$ cat src/rtl/axis_rx_pkg.sv
// rtl/axis_rx_pkg.sv - shared types and helpers for the AXI-Stream receive buffer
package axis_rx_pkg;

    // Input-side packet state.
    typedef enum logic [1:0] {
        IDLE    = 2'd0,
        BODY    = 2'd1,
        DISCARD = 2'd2
    } state_t;

    // Free-running write/read counts, beat counter and packet counter.
    typedef logic [7:0] count_t;

    // Entries held = written minus read, modulo 256.
    function automatic count_t occupancy(input count_t wr_count, input count_t rd_count);
        return wr_count - rd_count;
    endfunction

endpackage

$ cat src/rtl/axis_rx_store.sv
// rtl/axis_rx_store.sv - entry storage with wrapping pointers and full/empty flags
//
// Ports:
//   clk, rst, clear    clock, synchronous active-high reset, synchronous flush
//   wr_en/wr_last/wr_data   write one {last, data} entry at the write pointer
//   rd_en              pop the head entry
//   rd_last/rd_data    head entry fields (data forced to 0 when empty)
//   full/empty         derived from registered counts only
module axis_rx_store
    import axis_rx_pkg::*;
#(
    parameter int WIDTH = 8,
    parameter int DEPTH = 8
) (
    input  logic             clk,
    input  logic             rst,
    input  logic             clear,
    input  logic             wr_en,
    input  logic             wr_last,
    input  logic [WIDTH-1:0] wr_data,
    input  logic             rd_en,
    output logic             rd_last,
    output logic [WIDTH-1:0] rd_data,
    output logic             full,
    output logic             empty
);

    localparam int PTR_W = $clog2(DEPTH);

    typedef struct packed {
        logic             last;
        logic [WIDTH-1:0] data;
    } entry_t;

    entry_t           mem_q [DEPTH];
    logic [PTR_W-1:0] wr_ptr_q, wr_ptr_d;
    logic [PTR_W-1:0] rd_ptr_q, rd_ptr_d;
    count_t           wr_count_q, wr_count_d;
    count_t           rd_count_q, rd_count_d;
    count_t           occ;
    entry_t           head;

    always_comb begin
        wr_ptr_d   = wr_ptr_q;
        rd_ptr_d   = rd_ptr_q;
        wr_count_d = wr_count_q;
        rd_count_d = rd_count_q;
        if (wr_en) begin
            // DEPTH need not be a power of two, so wrap explicitly.
            wr_ptr_d   = (wr_ptr_q == PTR_W'(DEPTH - 1)) ? '0 : wr_ptr_q + PTR_W'(1);
            wr_count_d = wr_count_q + 8'd1;
        end
        if (rd_en) begin
            rd_ptr_d   = (rd_ptr_q == PTR_W'(DEPTH - 1)) ? '0 : rd_ptr_q + PTR_W'(1);
            rd_count_d = rd_count_q + 8'd1;
        end
    end

    always_ff @(posedge clk) begin
        if (rst || clear) begin
            wr_ptr_q   <= '0;
            rd_ptr_q   <= '0;
            wr_count_q <= '0;
            rd_count_q <= '0;
        end else begin
            wr_ptr_q   <= wr_ptr_d;
            rd_ptr_q   <= rd_ptr_d;
            wr_count_q <= wr_count_d;
            rd_count_q <= rd_count_d;
        end
    end

    // Payload array needs no reset; the pointers define what is valid.
    always_ff @(posedge clk) begin
        if (wr_en) begin
            mem_q[wr_ptr_q] <= '{last: wr_last, data: wr_data};
        end
    end

    always_comb begin
        occ     = occupancy(wr_count_q, rd_count_q);
        full    = (occ == count_t'(DEPTH - 1));
        empty   = (occ == 8'd0);
        head    = mem_q[rd_ptr_q];
        rd_data = empty ? '0 : head.data;
        rd_last = ~empty & head.last;
    end

endmodule

$ cat src/rtl/axis_rx_buffer.sv
// rtl/axis_rx_buffer.sv - AXI-Stream receive buffer with length limit and packet mode
//
// Ports:
//   clk, rst, clear     clock, synchronous active-high reset, synchronous flush
//   s_tvalid/s_tready/s_tdata/s_tlast   upstream AXI-Stream slave
//   rd_vld/rd_rdy/data_out/last         first-word-fall-through read port
//   pkt_count           complete packets held
//   len_err             one-cycle pulse after a packet is truncated
module axis_rx_buffer
    import axis_rx_pkg::*;
#(
    parameter int WIDTH    = 8,
    parameter int DEPTH    = 8,
    parameter int MAX_LEN  = 6,
    parameter int PKT_MODE = 0
) (
    input  logic             clk,
    input  logic             rst,
    input  logic             clear,
    input  logic             s_tvalid,
    output logic             s_tready,
    input  logic [WIDTH-1:0] s_tdata,
    input  logic             s_tlast,
    output logic             rd_vld,
    input  logic             rd_rdy,
    output logic [WIDTH-1:0] data_out,
    output logic             last,
    output logic [7:0]       pkt_count,
    output logic             len_err
);

    state_t state_q, state_d;
    count_t beat_cnt_q, beat_cnt_d;
    count_t pkt_count_q, pkt_count_d;
    logic   len_err_q, len_err_d;

    logic             full, empty;
    logic             head_last;
    logic [WIDTH-1:0] head_data;
    logic             accept;
    logic             wr_en, wr_last;
    logic             reach_max;
    logic             rd_fire;

    axis_rx_store #(
        .WIDTH (WIDTH),
        .DEPTH (DEPTH)
    ) u_store (
        .clk     (clk),
        .rst     (rst),
        .clear   (clear),
        .wr_en   (wr_en),
        .wr_last (wr_last),
        .wr_data (s_tdata),
        .rd_en   (rd_fire),
        .rd_last (head_last),
        .rd_data (head_data),
        .full    (full),
        .empty   (empty)
    );

    // Handshakes in a clear cycle are ignored on both sides.
    assign accept    = s_tvalid & s_tready & ~clear;
    assign reach_max = ((beat_cnt_q + 8'd1) == count_t'(MAX_LEN));

    // State register
    always_ff @(posedge clk) begin
        if (rst || clear) begin
            state_q    <= IDLE;
            beat_cnt_q <= '0;
            len_err_q  <= 1'b0;
        end else begin
            state_q    <= state_d;
            beat_cnt_q <= beat_cnt_d;
            len_err_q  <= len_err_d;
        end
    end

    // Next-state logic
    always_comb begin
        state_d    = state_q;
        beat_cnt_d = beat_cnt_q;
        len_err_d  = 1'b0;
        case (state_q)
            IDLE, BODY: begin
                if (accept) begin
                    if (reach_max && !s_tlast) begin
                        // Over-long packet: close it here, drop the remainder.
                        state_d    = DISCARD;
                        beat_cnt_d = '0;
                        len_err_d  = 1'b1;
                    end else if (wr_last) begin
                        state_d    = IDLE;
                        beat_cnt_d = '0;
                    end else begin
                        state_d    = BODY;
                        beat_cnt_d = beat_cnt_q + 8'd1;
                    end
                end
            end
            DISCARD: begin
                if (accept && s_tlast) begin
                    state_d = IDLE;
                end
            end
            default: begin
                state_d    = IDLE;
                beat_cnt_d = '0;
            end
        endcase
    end

    // Output logic: s_tready depends only on registered state.
    always_comb begin
        s_tready = (state_q == DISCARD) ? 1'b1 : ~full;
        wr_en    = accept & (state_q != DISCARD);
        wr_last  = s_tlast | reach_max;
    end

    // Read side qualification and packet counting
    always_comb begin
        rd_vld  = ~empty & ((PKT_MODE == 0) || (pkt_count_q != 8'd0));
        rd_fire = rd_vld & rd_rdy & ~clear;
        pkt_count_d = pkt_count_q;
        case ({wr_en & wr_last, rd_fire & head_last})
            2'b10:   pkt_count_d = pkt_count_q + 8'd1;
            2'b01:   pkt_count_d = pkt_count_q - 8'd1;
            default: pkt_count_d = pkt_count_q;
        endcase
    end

    always_ff @(posedge clk) begin
        if (rst || clear) begin
            pkt_count_q <= '0;
        end else begin
            pkt_count_q <= pkt_count_d;
        end
    end

    assign data_out  = head_data;
    assign last      = rd_vld & head_last;
    assign pkt_count = pkt_count_q;
    assign len_err   = len_err_q;

endmodule

$ cat config.mk
export PLATFORM = sky130hd
export DESIGN_NAME = axis_rx_buffer
export DESIGN_NICKNAME = d
export VERILOG_FILES = /design/src/rtl/axis_rx_pkg.sv /design/src/rtl/axis_rx_store.sv /design/src/rtl/axis_rx_buffer.sv
export SDC_FILE = /design/constraint.sdc
export NUM_CORES = 1
export LEC_CHECK = 0
export ABC_CLOCK_PERIOD_IN_PS = 6600
export CORE_MARGIN = 2
export CORE_UTILIZATION = 60
export DETAILED_ROUTE_END_ITERATION = 8
export PLACE_DENSITY = 0.8
export SYNTH_ARGS = -nofsm -noshare
export SYNTH_HDL_FRONTEND = slang
export SYNTH_SLANG_ARGS = --single-unit
$ cat constraint.sdc
create_clock -name clk -period 6.6 [get_ports clk]
set_input_delay 1.32 -clock clk [delete_from_list [all_inputs] [get_ports clk]]
set_output_delay 1.32 -clock clk [all_outputs]
set_load 0.01 [all_outputs]
==> impl_metrics.csv, run 1 <==
group,metric,value,unit
grt,grt_usage,25.2,%
critical_path,startpoint,"u_store.rd_count_q[0]",
power,p_leak,2.39,nW
place,placed_area,6060,µm²
synthesis,seq_area_frac_synth,54.4,%
finish,fin_area,6650,µm²
sta,slew_violations,0,
detailed_routing,dr.pass1.iters,5,
worst_hold_path,hold_path_startpoint,"state_q[0]",
grt,antenna_found_initial,0,
floorplan,start_util,61.1,%
clock_network,clk_pin_slew,0.06,ns
synthesis,yosysTopAreaCellShare,38.7,%
detailed_routing,num_vias,3952,
clock_network,cts_tree,"yes",
sta,slew_headroom,20.3,%
place,dp_slack,1.56,ns
critical_path,cp.arrival,4.26,ns
sta,tightest_slew,1.19,ns
sta,fin_ws,1.02,ns
clock_network,clock_path_buffers,2,
synthesis,synth_ff_type,"edfxtp_1",
detailed_routing,vias_per_cell,6.31,
clock_network,clock_latency,0.52,ns
clock_network,post_cts_buffers,0,
power,vdd_ir_drop_max,170,µV
floorplan,core_area,9150,µm²
critical_path,path_buf_inv,2,
clock_network,cts.sinks,116,
critical_path,max_stage_delay,0.77,ns
grt,grt_pass1_wl,19200,µm
finish,syn_to_final_growth,19.0,%
power,powerDensity,289,nW/µm²
sta,hold_viol_final,0,
finish,post-route-util,72.7,%
floorplan,io_pins,34,
place,portBuffers,33,
finish,instances_no_fill,626,
detailed_routing,wl_per_cell,19.0,µm
power,power,1.93,mW
finish,n_antenna_cell,0,
finish,drive_gt1_share,13.4,%
critical_path,cp_top_family,"compound AO/OA/AOI/OAI gates",
clock_network,ctsHoldBuffers,0,
place,dp_hpwl,7510,µm
critical_path,critPathMaxFanout,21,
critical_path,worstPathRequired,5.28,ns
place,dp.cells,594,
clock_network,root_buffer,"clkbuf_8",
synthesis,async_flop_share,0,%
grt,grt_max_degree,29,
critical_path,crit-reg2reg-launch,"u_store.rd_count_q[0]",
critical_path,cp_slowest_cell,"and3_1",
grt,grt_pass1_vias,3908,
floorplan,die_w,101,µm
synthesis,synth_area,5590,µm²
clock_network,cts_buffers,17,
clock_network,cts_max_level,4,
finish,nets,541,
detailed_routing,routed_wl,11900,µm
sta,rsz0062_at_grt,"no",
floorplan,dieArea,10100,µm²
synthesis,yosysTopAreaCell,"edfxtp_1",
worst_hold_path,hp-class,"reg -> reg",
sta,setup_viol,0,
critical_path,critPathCaptureType,"primary output",
detailed_routing,post-route-drc-count,0,
synthesis,synth_warnings,0,
clock_network,cts-resized-gates,0,
sta,tns,0,ns
synthesis,synth_nets,498,
sta,fmax,0.179,GHz
synthesis,synth_top_cells_by_count,"72 x edfxtp_1, 49 x nor2_1, 44 x dfxtp_1",
synthesis,syn-instance-count,459,
detailed_routing,ant_nets,0,
synthesis,synth_edf_count,72,
floorplan,die_y,101,µm
critical_path,crit_path_cell_trace,"ha_1, inv_1, fa_1, a21o_1, a2111oi_2, a31oi_1, a311oi_4, and3_1, nor2_1, clkdlybuf4s50_1",
grt,overflow,0,
sta,period_minus_slack,5.58,ns
sta,fin_skew,0.0108,ns
floorplan,rows,35,
sta,period_share,84.6,%
critical_path,crit_type,"reg -> out",
place,gp_congestion,0.871,
flow_run,max-cap-violations,0,
synthesis,yosys_register_bits,116,
synthesis,synth.most_common_cell,"edfxtp_1",
synthesis,avgSynthCellArea,12.2,µm²
synthesis,ys_types,58,
synthesis,synth_area_leaders,"edfxtp_1 39%, dfxtp_1 16%, mux4_2 7.3%",
detailed_routing,drtIter0Drc,299,
critical_path,startpoint_type,"register",
sta,fin_hold_ws,0.490,ns
outcome,status,"finished, final reports clean",
finish,fill_cells,594,
placed cells by master, fill, tap and decap left out, types with 4 or more instances in the layout:
cell             instances
xor2_1                   6
nor2_1                  49
ha_1                    23
clkdlybuf4s50_1         33
xnor2_1                  8
clkbuf_16               16
and3_1                   7
mux2i_1                 21
or4_1                    4
nor3_1                   7
o21ai_0                  7
dfxtp_1                 44
nand2_1                 32
nand4_1                  7
nand3_1                 11
edfxtp_1                72
buf_4                    8
a31oi_1                  7
a21o_1                   6
nor3b_1                  4
nand2b_1                 4
a21oi_1                 22
or3_1                    8
a22o_1                   4
o21bai_1                 4
o211ai_1                 5
inv_1                   18
clkinv_4                 5
mux4_2                  18
tightest hold or removal path: stages (launching register included):
cell and delay [ns]:
dfxtp_1 0.32, nand2_1 0.06, o21bai_1 0.06
final cells by class:
cell class / instances / area [µm²] / area share [%]
tap: 111 / 139 / 2.09
timing repair buffer: 41 / 390 / 5.87
clock inverter: 15 / 181 / 2.73
sequential: 116 / 3040 / 45.7
multi-input combinational: 308 / 2420 / 36.3
clock buffer: 17 / 414 / 6.23
inverter: 18 / 67.6 / 1.02
registers in the layout, indices dropped and copies added (netlist names), named ones only:
name and flops:
u_store.mem_q 72, beat_cnt_q 8, pkt_count 8, u_store.rd_count_q 8
u_store.wr_count_q 8, u_store.rd_ptr_q 3, u_store.wr_ptr_q 3, state_q 2
len_err 1
where the power goes:
group | switching [mW] | internal [mW]
registers | 0.00654 | 0.777
clock network | 0.335 | 0.578
logic | 0.125 | 0.104
worst paths after layout:
kind,endpoint,slack [ns],depth (start not counted)
min reg2reg,state_q[0],0.49,2
min,state_q[0],0.49,2
max,data_out[3],1.02,10
max reg2reg,pkt_count[7],1.62,19
cell families (layout without fill, tap and decap cells):
kind of cell | count (synthesis) | in the layout | synth area share (%)
AO/OA/AOI/OAI | 77 | 77 | 9.83
AND/OR/NAND/NOR | 152 | 152 | 13.7
adder cells (fa/ha/maj) | 25 | 25 | 5.86
flip-flops | 116 | 116 | 54.4
multiplexers | 40 | 40 | 11.2
XOR/XNOR | 14 | 14 | 2.19
buffers and inverters | 35 | 91 | 2.78
routing by layer:
layer  global-route usage, %  vias up  share of wire, %
li1                        -     1827                 -
met1                    32.9     1975                43
met2                    41.1      134                51
met3                    6.24       16               5.0
met4                    9.17        0               1.1
met5                       0        -                 0
Power figures use the tool's default switching activity.
==> run 2: changes to the inputs <==
ABC_CLOCK_PERIOD_IN_PS = 5600   (was 6600)
CORE_UTILIZATION = 59   (was 60)
PLACE_DENSITY = 0.79   (was 0.8)
clock period = 5.6 ns   (was 6.6 ns; I/O delays follow)
==> run 2 against run 1 <==
Compared with the run above: sequential power up 18%; worst hold slack got worse by 0.018 ns; setup slack got worse by 0.50 ns; utilization fell by 0.48 points; first-iteration DRC count shrank 11%.
==> impl_metrics.csv, run 2 (synthesis results as in run 1) <==
group,metric,value,unit
sta,fin_skew,0.00573,ns
finish,syn_to_final_growth,18.8,%
finish,top_register,"u_store.mem_q",
outcome,status,"finished, final reports clean",
power,comb_power_share,12.4,%
floorplan,dieArea,10300,µm²
power,powerDensity,333,nW/µm²
clock_network,clock_latency,0.52,ns
sta,fmax,0.197,GHz
clock_network,cts_tree,"yes",
place,dp.cells,598,
finish,largest_register_ffs,72,
sta,slew_headroom,26.7,%
floorplan,die_y,101,µm
sta,tightest_slew,1.10,ns
clock_network,post_cts_buffers,0,
critical_path,max_stage_delay,0.56,ns
power,p_clk_share,45.7,%
finish,fill_cells,608,
place,dp_hpwl,7910,µm
finish,ff_latch_area,3040,µm²
sta,rsz0062_at_grt,"no",
grt,grt_pass1_vias,3857,
worst_hold_path,hp-class,"reg -> reg",
grt,overflow,0,
grt,grt_usage,26.4,%
floorplan,rows,35,
power,swShare,25.4,%
grt,grt_max_degree,29,
finish,mostFrequentLayoutCell,"edfxtp_1",
finish,mostFrequentLayoutCells,"72 x edfxtp_1, 49 x nor2_1, 44 x dfxtp_1",
critical_path,r2r_end,"pkt_count[7]",
clock_network,cts-resized-gates,0,
detailed_routing,num_vias,3971,
detailed_routing,ant_nets,0,
power,vdd_ir_drop_max,198,µV
place,portBuffers,33,
power,p_int,1.65,mW
power,p_leak,2.36,nW
floorplan,die_w,101,µm
detailed_routing,post-route-drc-count,0,
finish,multi_input_area,2410,µm²
floorplan,io_pins,34,
detailed_routing,vias_per_cell,6.30,
critical_path,startpoint_type,"register",
critical_path,crit-reg2reg-launch,"u_store.rd_count_q[0]",
detailed_routing,drtIter0Drc,267,
clock_network,cts_max_level,4,
power,switchingPower,562,µW
sta,period_share,90.8,%
detailed_routing,dr.pass1.iters,5,
detailed_routing,routed_wl,12700,µm
critical_path,critPathMaxFanout,10,
clock_network,cts.sinks,116,
critical_path,crit_type,"reg -> out",
critical_path,startpoint,"u_store.rd_count_q[0]",
grt,antenna_found_initial,0,
critical_path,crit_path_cell_trace,"ha_1, inv_1, fa_1, a21o_1, a2111oi_2, a31oi_1, a311oi_4, and3_1, nor2_1, clkdlybuf4s50_1",
floorplan,core_area,9200,µm²
sta,hold_viol_final,0,
finish,drive_gt1_share,13.9,%
detailed_routing,wl_per_cell,20.1,µm
floorplan,start_util,60.8,%
finish,instances_no_fill,630,
sta,period_minus_slack,5.09,ns
finish,n_antenna_cell,0,
critical_path,cp_slowest_cell,"and3_1",
power,pwr-share-seq,41.9,%
critical_path,rrSetupSlack,0.62,ns
sta,slew_violations,0,
clock_network,ctsHoldBuffers,0,
clock_network,cts_buffers,17,
clock_network,clk_pin_slew,0.06,ns
clock_network,root_buffer,"clkbuf_8",
critical_path,ff2ff_path_depth,19,
finish,nets,545,
flow_run,max-cap-violations,0,
critical_path,worstPathRequired,4.48,ns
critical_path,critPathCaptureType,"primary output",
critical_path,cp.arrival,3.97,ns
sta,setup_viol,0,
sta,tns,0,ns
critical_path,critPathCapture,"data_out[5]",
place,gp_congestion,0.881,
grt,grt_pass1_wl,19900,µm
clock_network,clock_path_buffers,2,
-- run 2: per-stage QoR --
step	setup slack (ns)	utilization (%)	total power, mW	instance area (µm²)	hold WS, ns
CTS	0.496	72.2	2.22	6640	0.472
detailed placement	0.753	66.1	1.22	6080	0.463
finish	0.513	72.2	2.21	6640	0.472
global placement	0.926	66.1	1.21	6080	0.454
floorplan	1.12	-	1.12	5590	0.440
global route	0.227	72.2	2.27	6640	0.493
-- run 2: worst min path at each step --
stage / startpoint / end / slack, ns / cells past startpoint
2_1_floorplan: state_q[0] / state_q[0] / 0.44 / 2
3_3_place_gp: state_q[0] / state_q[0] / 0.45 / 2
3_5_place_dp: state_q[0] / state_q[0] / 0.46 / 2
4_1_cts: state_q[0] / state_q[0] / 0.47 / 2
5_1_grt: state_q[0] / state_q[0] / 0.49 / 2
6_report: state_q[0] / state_q[0] / 0.47 / 2
-- run 2: metal layers --
layer | vias up | GRT usage [%] | part of all wire [%]
li1 | 1838 | - | -
met1 | 1939 | 34.0 | 43
met2 | 170 | 41.9 | 49
met3 | 24 | 7.25 | 6.5
met4 | 0 | 12.1 | 2.0
met5 | - | 0 | 0
-- run 2: power by group through the flow --
| stage | Sequential, mW | Combinational [mW] | Clock (mW) |
|---|---|---|---|
| 2_1_floorplan | 0.938 | 0.177 | 0 |
| 3_3_place_gp | 0.943 | 0.263 | 0 |
| 3_5_place_dp | 0.944 | 0.272 | 0 |
| 4_1_cts | 0.926 | 0.275 | 1.02 |
| 5_1_grt | 0.928 | 0.294 | 1.05 |
| 6_report | 0.926 | 0.274 | 1.01 |
-- run 2: layout make-up --
| class | count | share of cell area, % |
|---|---|---|
| Tap cell | 111 | 2.09 |
| Timing Repair Buffer | 45 | 6.33 |
| Inverter | 18 | 1.02 |
| Multi-Input combinational cell | 308 | 36.3 |
| Clock inverter | 13 | 1.90 |
| Clock buffer | 19 | 6.50 |
| Sequential cell | 116 | 45.8 |
-- run 2: worst max-delay path, delay by kind of cell (launching register included) --
kind | cells | cell delay [ns]
compound gates | 4 | 1.13
buf+inv | 2 | 0.56
simple gates | 2 | 0.68
flops | 1 | 0.46
fa+ha+maj | 2 | 0.62
==> variant 1 (flow settings as in run 1) <==
`DEPTH` is set to 8 in 2 places; all go to 4.
--- a/src/rtl/axis_rx_store.sv
+++ b/src/rtl/axis_rx_store.sv
@@ -10,7 +10,7 @@
     import axis_rx_pkg::*;
 #(
     parameter int WIDTH = 8,
-    parameter int DEPTH = 8
+    parameter int DEPTH = 4
 ) (
     input  logic             clk,
     input  logic             rst,
--- a/src/rtl/axis_rx_buffer.sv
+++ b/src/rtl/axis_rx_buffer.sv
@@ -10,7 +10,7 @@
     import axis_rx_pkg::*;
 #(
     parameter int WIDTH    = 8,
-    parameter int DEPTH    = 8,
+    parameter int DEPTH    = 4,
     parameter int MAX_LEN  = 6,
     parameter int PKT_MODE = 0
 ) (
Behaviour: not the same (a bounded check fails within 4 cycles, from zero or initial values).
==> variant 1 against run 1 <==
First-iteration DRC count fell by 30%. Count of clock-buffer cells in the layout down 8. Fmax grew 14%. Wire length is 34% lower. Via count down 25%. Largest power group is now registers. Area after synthesis down 28%. Design area fell by 32%. Critical path type unchanged. Utilization down 1.4 points. Critical endpoint unchanged. Sequential cell count down 39. Power decreased by 43%. Clock power down 64%. Largest cell class is now multi-input combinational cells. Worst setup slack gained 0.69 ns.
==> variant 1: results (changes against run 1) <==
* Status: complete, no violations
* Ys flop type: sky130_fd_sc_hd__dfxtp_1
* Max Clock Skew at 0.01151 ns (+0.0006692 ns)
* Slack of the worst reg-to-reg path at 1.73 ns (+0.11 ns)
* Per-instance average area after synthesis at 10.87 um2 (-11%)
* Count of nets after finishing at 441 (-18%)
* Combined global-route utilization of all metal layers at 22.86% (-2.3 points)
* Critical R2R Capture: pkt_count[7]$_SDFFE_PP0P_
* Buffer cell driving the clock tree root: sky130_fd_sc_hd__clkbuf_8
* Sequential-to-total area share from yosys stat at 47.56% (-6.9 points)
* Fillers at 455 (-23%)
* Synthesized net count at 408 (-18%)
* Top cells by area in the synthesized netlist: sky130_fd_sc_hd__edfxtp_1, sky130_fd_sc_hd__dfxtp_1, sky130_fd_sc_hd__ha_1
* Number of warnings reported in the yosys synthesis log at 0 (unchanged)
* Number of cells on the worst reg-to-reg path at 18 (-1)
* Worst setup slack after placement at 1.802 ns (+0.2467 ns)
* First element of the critical path: u_store.wr_count_q[0]$_SDFFE_PP0P_
* Routed len/inst at 16.19 um (-15%)
* Detailed placer's ending HPWL at 5517 um (-27%)
* Maximum root-to-sink buffer count at 2 (unchanged)
* Post-CTS Setup Repair Bufs at 0 (unchanged)
* First-pass GRT wire length at 13120 um (-32%)
* Largest driver fanout on the critical path at 10 (-52%)
* Number of antenna cells inserted at 0 (unchanged)
* Cells on Worst Hold Path at 2 (unchanged)
* Vias in the first global route at 2796 (-28%)
* Post-synth EDFFs at 36 (-50%)
* Top achievable clock speed at 0.2045 GHz (+14%)
* Capturing element of the worst setup path: data_out[3]
* Vias after detailed routing at 2949 (-25%)
* Number of flip-flops under the largest register name at 36 (-50%)
* Post-synth top cells: sky130_fd_sc_hd__dfxtp_1, sky130_fd_sc_hd__edfxtp_1, sky130_fd_sc_hd__a21oi_1, sky130_fd_sc_hd__nor2_1, sky130_fd_sc_hd__ha_1
* Min-Delay Startpoint: u_store.rd_count_q[7]$_SDFFE_PP0N_
* Total clock buffers created by CTS at 9 (-8)
* VDD IR max at 170.5 uV (+0.49%)
* Number of DRC violations after detailed-routing iteration 0 at 209 (-30%)
* Slew margin rel. at 45.32% (+25 points)
* Distinct cell type count after synthesis at 58 (unchanged)
* Weighted congestion at the end of routability-driven global placement at 0.9207 (+5.7%)
* Hold Crit Class: reg2reg
* Number of placed instances, taps included at 467 (-21%)
* Count of TritonRoute iterations in the first routing pass at 5 (unchanged)
* Largest Register: u_store.mem_q
* Hold-critical path endpoint: u_store.rd_count_q[7]$_SDFFE_PP0N_
* Antenna violations before repair at 0 (unchanged)
* Maximum number of pins on one net before global-route repair at 38 (+31%)
* Total of cells resized after clock tree synthesis at 0 (unchanged)
* P_leak at 0.001598 uW (-33%)
* # H-tree levels at 3 (-1)
* Total Routed Length at 7820 um (-34%)
* Clock latency of the later-clocked register in the worst-skew pair at 0.34 ns (-0.18 ns)
* Share of post-route cells with drive strength above 1 at 9.852% (-3.5 points)
* Reg clk slew, reported paths at 0.09 ns (+0.03 ns)
## variant 1: cells by family after synthesis
group,share of synthesized area [%]
compound gates,13.42
xor+xnor,2.847
fa+ha+maj,8.511
buf+inv,3.066
flops,47.56
mux,7.103
simple gates,17.49
## variant 1: power breakdown
group          switching (uW)  internal, uW  leakage, uW  total (uW)
clock                     184           142    0.0000917         325
combinational             130           119     0.000848         249
sequential               10.7           507     0.000658         518
total                     324           768      0.00160        1090
## variant 1: per-layer routing
metal | vias to the layer above | routed length (um) | global-route usage [%]
met1 | 1418 | 3465 | 30.98
met3 | 12 | 427 | 4.427
met5 | - | 0 | 0
met4 | 0 | 152 | 9.235
li1 | 1429 | - | -
met2 | 90 | 3774 | 36.43
## variant 1: area by class of cell
cell class              instances  area [um2]  area share (%)
clock buffers                   9       123.9           2.723
well taps                      77       96.34           2.118
flip-flops and latches         77        1902           41.80
repair buffers                 33       330.3           7.261
multi-input cells             263        1974           43.40
clock inverters                 7       58.81           1.293
inverters                      17       63.81           1.403
## variant 1: stage by stage
stage	hold WS (ns)	cell area, um2
after CTS	0.4985	4549
final	0.5002	4549
after global routing	0.5290	4549
after global placement	0.4721	4367
after detailed placement	0.4858	4367
after floorplan	0.4577	3999
## variant 1: critical path, cell delays in order, from the launching register on
cell	delay [ns]
sky130_fd_sc_hd__dfxtp_1	0.37
sky130_fd_sc_hd__inv_1	0.09
sky130_fd_sc_hd__ha_1	0.20
sky130_fd_sc_hd__fa_1	0.43
sky130_fd_sc_hd__nor2b_4	0.16
sky130_fd_sc_hd__o2111a_1	0.23
sky130_fd_sc_hd__o21a_1	0.20
sky130_fd_sc_hd__o211ai_1	0.22
sky130_fd_sc_hd__nor2_1	0.68
sky130_fd_sc_hd__nor2b_1	0.13
sky130_fd_sc_hd__clkdlybuf4s50_1	0.51
==> variant 2 (config.mk and constraints of run 1) <==
Made on the original files. Put one more register stage on the output `pkt_count`, without a reset. The value now appears one clock later. The other outputs are not delayed to match.
--- a/src/rtl/axis_rx_buffer.sv
+++ b/src/rtl/axis_rx_buffer.sv
@@ -139,7 +139,9 @@
 
     assign data_out  = head_data;
     assign last      = rd_vld & head_last;
-    assign pkt_count = pkt_count_q;
+    always_ff @(posedge clk) begin
+        pkt_count <= pkt_count_q;
+    end
     assign len_err   = len_err_q;
 
 endmodule
Behaviour: not the same (a bounded check fails within 4 cycles, from zero or initial values).
==> variant 2 against run 1 <==
Cell count grew 4.0%. Design area up 3.2%. Power rose by 7.8%. Synthesized cell count increased by 0.65%. Sequential power rose by 6.5%. Worst setup slack improved by 0.12 ns. Wire length increased by 0.75%. Area after synthesis increased by 2.6%. Sequential cell count rose by 8. Non-clock buffer count is the same. Critical endpoint is now pkt_count_q[7]$_SDFFE_PP0P_.
==> variant 2: results (changes against run 1) <==
* VDD IR max at 220.1 uV (+30%)
* Hold Crit Class: reg2reg
* Routed len/inst at 18.36 um (-3.1%)
* # H-tree levels at 4 (unchanged)
* Buffer cell driving the clock tree root: sky130_fd_sc_hd__clkbuf_8
* Complex-gate fraction of the synthesized area at 9.492% (-0.33 points)
* Adder-Cell Fraction of Synth Area at 5.717% (-0.15 points)
* Count of TritonRoute iterations in the first routing pass at 4 (-1)
* Number of antenna cells inserted at 0 (unchanged)
* Top cells by area in the synthesized netlist: sky130_fd_sc_hd__edfxtp_1, sky130_fd_sc_hd__dfxtp_1, sky130_fd_sc_hd__mux4_2
* Placed Area at 6262 um2 (+3.4%)
* Critical Path Slowest Stage Cell: sky130_fd_sc_hd__a311oi_2
* Share of synthesized area spent on multiplexers at 10.41% (-0.81 points)
* Largest Register: u_store.mem_q
* Post-CTS Setup Repair Bufs at 0 (unchanged)
* Count of nets after finishing at 548 (+1.3%)
* Maximum root-to-sink buffer count at 2 (unchanged)
* Stage delay of the slowest cell on the critical path at 0.64 ns (-0.13 ns)
* Largest delay contributor family on the critical path: compound AO/OA/AOI/OAI gates
* Synthesized net count at 501 (+0.60%)
* Sequential-to-total area share from yosys stat at 55.86% (+1.4 points)
* Sinks on the clock net at 124 (+6.9%)
* Distinct cell type count after synthesis at 64 (+10%)
* Status: complete, no violations
* Combined global-route utilization of all metal layers at 24.50% (-0.66 points)
* Transition time at the pin with the least slew margin at 1.104 ns (-0.08793 ns)
* Cells on Worst Hold Path at 0 (-2)
* P_leak at 0.002403 uW (+0.60%)
* Number of warnings reported in the yosys synthesis log at 0 (unchanged)
* Post-synth top cells: sky130_fd_sc_hd__edfxtp_1, sky130_fd_sc_hd__dfxtp_1, sky130_fd_sc_hd__nor2_1, sky130_fd_sc_hd__nand2_1
* Largest driver fanout on the critical path at 16 (-24%)
* Number of DRC violations after detailed-routing iteration 0 at 184 (-38%)
* Post-synth EDFFs at 72 (unchanged)
* Max Clock Skew at 0.008468 ns (-0.002371 ns)
* Worst path arrival time at 5.91 ns (+1.65 ns)
* Fillers at 598 (+0.67%)
* Ys async rst share at 0% (unchanged)
* Vias in the first global route at 3839 (-1.8%)
* IO buf count at 33 (unchanged)
* Number of cells on the worst reg-to-reg path at 19 (unchanged)
* Xor and xnor fraction of the mapped netlist area at 2.749% (+0.56 points)
* Detailed placer's ending HPWL at 7558 um (+0.58%)
* First-pass GRT wire length at 18970 um (-1.4%)
* Vias after detailed routing at 3837 (-2.9%)
* Weighted congestion at the end of routability-driven global placement at 0.8525 (-2.2%)
* Maximum number of pins on one net before global-route repair at 37 (+28%)
* Share of post-route cells with drive strength above 1 at 16.48% (+3.1 points)
==> variant 2: cell types whose count changed after synthesis, moves of 5 or more <==
cell	before	now
sky130_fd_sc_hd__o21ai_0	7	12
sky130_fd_sc_hd__or3_1	8	2
sky130_fd_sc_hd__a31o_2	1	7
sky130_fd_sc_hd__dfxtp_1	44	52
sky130_fd_sc_hd__and3_1	7	2
==> variant 2: power by group <==
part / internal, uW / total (uW) / switching [uW]
combinational: 144 / 305 / 161
sequential: 827 / 834 / 7.70
clock: 583 / 937 / 353
==> variant 2: final timing paths <==
path | end | slack [ns] | start
worst max-delay path | pkt_count_q[7]$_SDFFE_PP0P_ | 1.14 | u_store.rd_count_q[0]$_SDFFE_PP0N_
worst min-delay path | pkt_count[3]$_DFF_P_ | 0.38 | pkt_count_q[3]$_SDFFE_PP0P_
worst min register to register | pkt_count[3]$_DFF_P_ | 0.38 | pkt_count_q[3]$_SDFFE_PP0P_
worst max register to register | pkt_count_q[7]$_SDFFE_PP0P_ | 1.14 | u_store.rd_count_q[0]$_SDFFE_PP0N_
==> variant 2: logic make-up (layout without fill, tap and decap cells) <==
group	after synthesis	in the layout
xor gates and xnor gates	18	18
buffers and inverters	31	91
adders and majority gates	25	25
and+or+nand+nor	152	152
AOI/OAI and AO/OA	75	75
muxes	37	37
DFF	124	124
==> variant 2: worst reg2reg max path, delay by kind of cell, from the launching register on <==
kind / cells / cell delay (ns)
DFF: 1 / 0.44
adders and majority gates: 4 / 1.27
AOI/OAI and AO/OA: 10 / 2.71
and+or+nand+nor: 3 / 0.72
buffers and inverters: 2 / 0.27
==> variant 2: area by class of cell <==
| class | instances | area, um2 | share of cell area [%] |
|---|---|---|---|
| timing repair buffer | 41 | 390.4 | 5.687 |
| inverter | 18 | 67.56 | 0.9843 |
| clock buffer | 18 | 417.9 | 6.088 |
| clock inverter | 14 | 183.9 | 2.680 |
| multi-input combinational | 307 | 2440 | 35.55 |
| sequential | 124 | 3203 | 46.66 |
| tap | 129 | 161.4 | 2.351 |
==> variant 2: layer usage <==
layer / vias to the layer above / part of all wire [%] / track usage (%)
li1: 1840 / - / -
met1: 1890 / 44 / 30.76
met2: 95 / 51 / 42.31
met3: 12 / 3.4 / 5.590
met4: 0 / 1.2 / 7.588
met5: - / 0 / 0
==> variant 2: stage by stage <==
step	setup WS, ns	std cells	total power [uW]
2_1_floorplan	1.818	462	1028
3_3_place_gp	1.509	619	1145
3_5_place_dp	1.219	619	1153
4_1_cts	1.172	651	2089
5_1_grt	0.8377	651	2142
6_report	1.139	651	2076
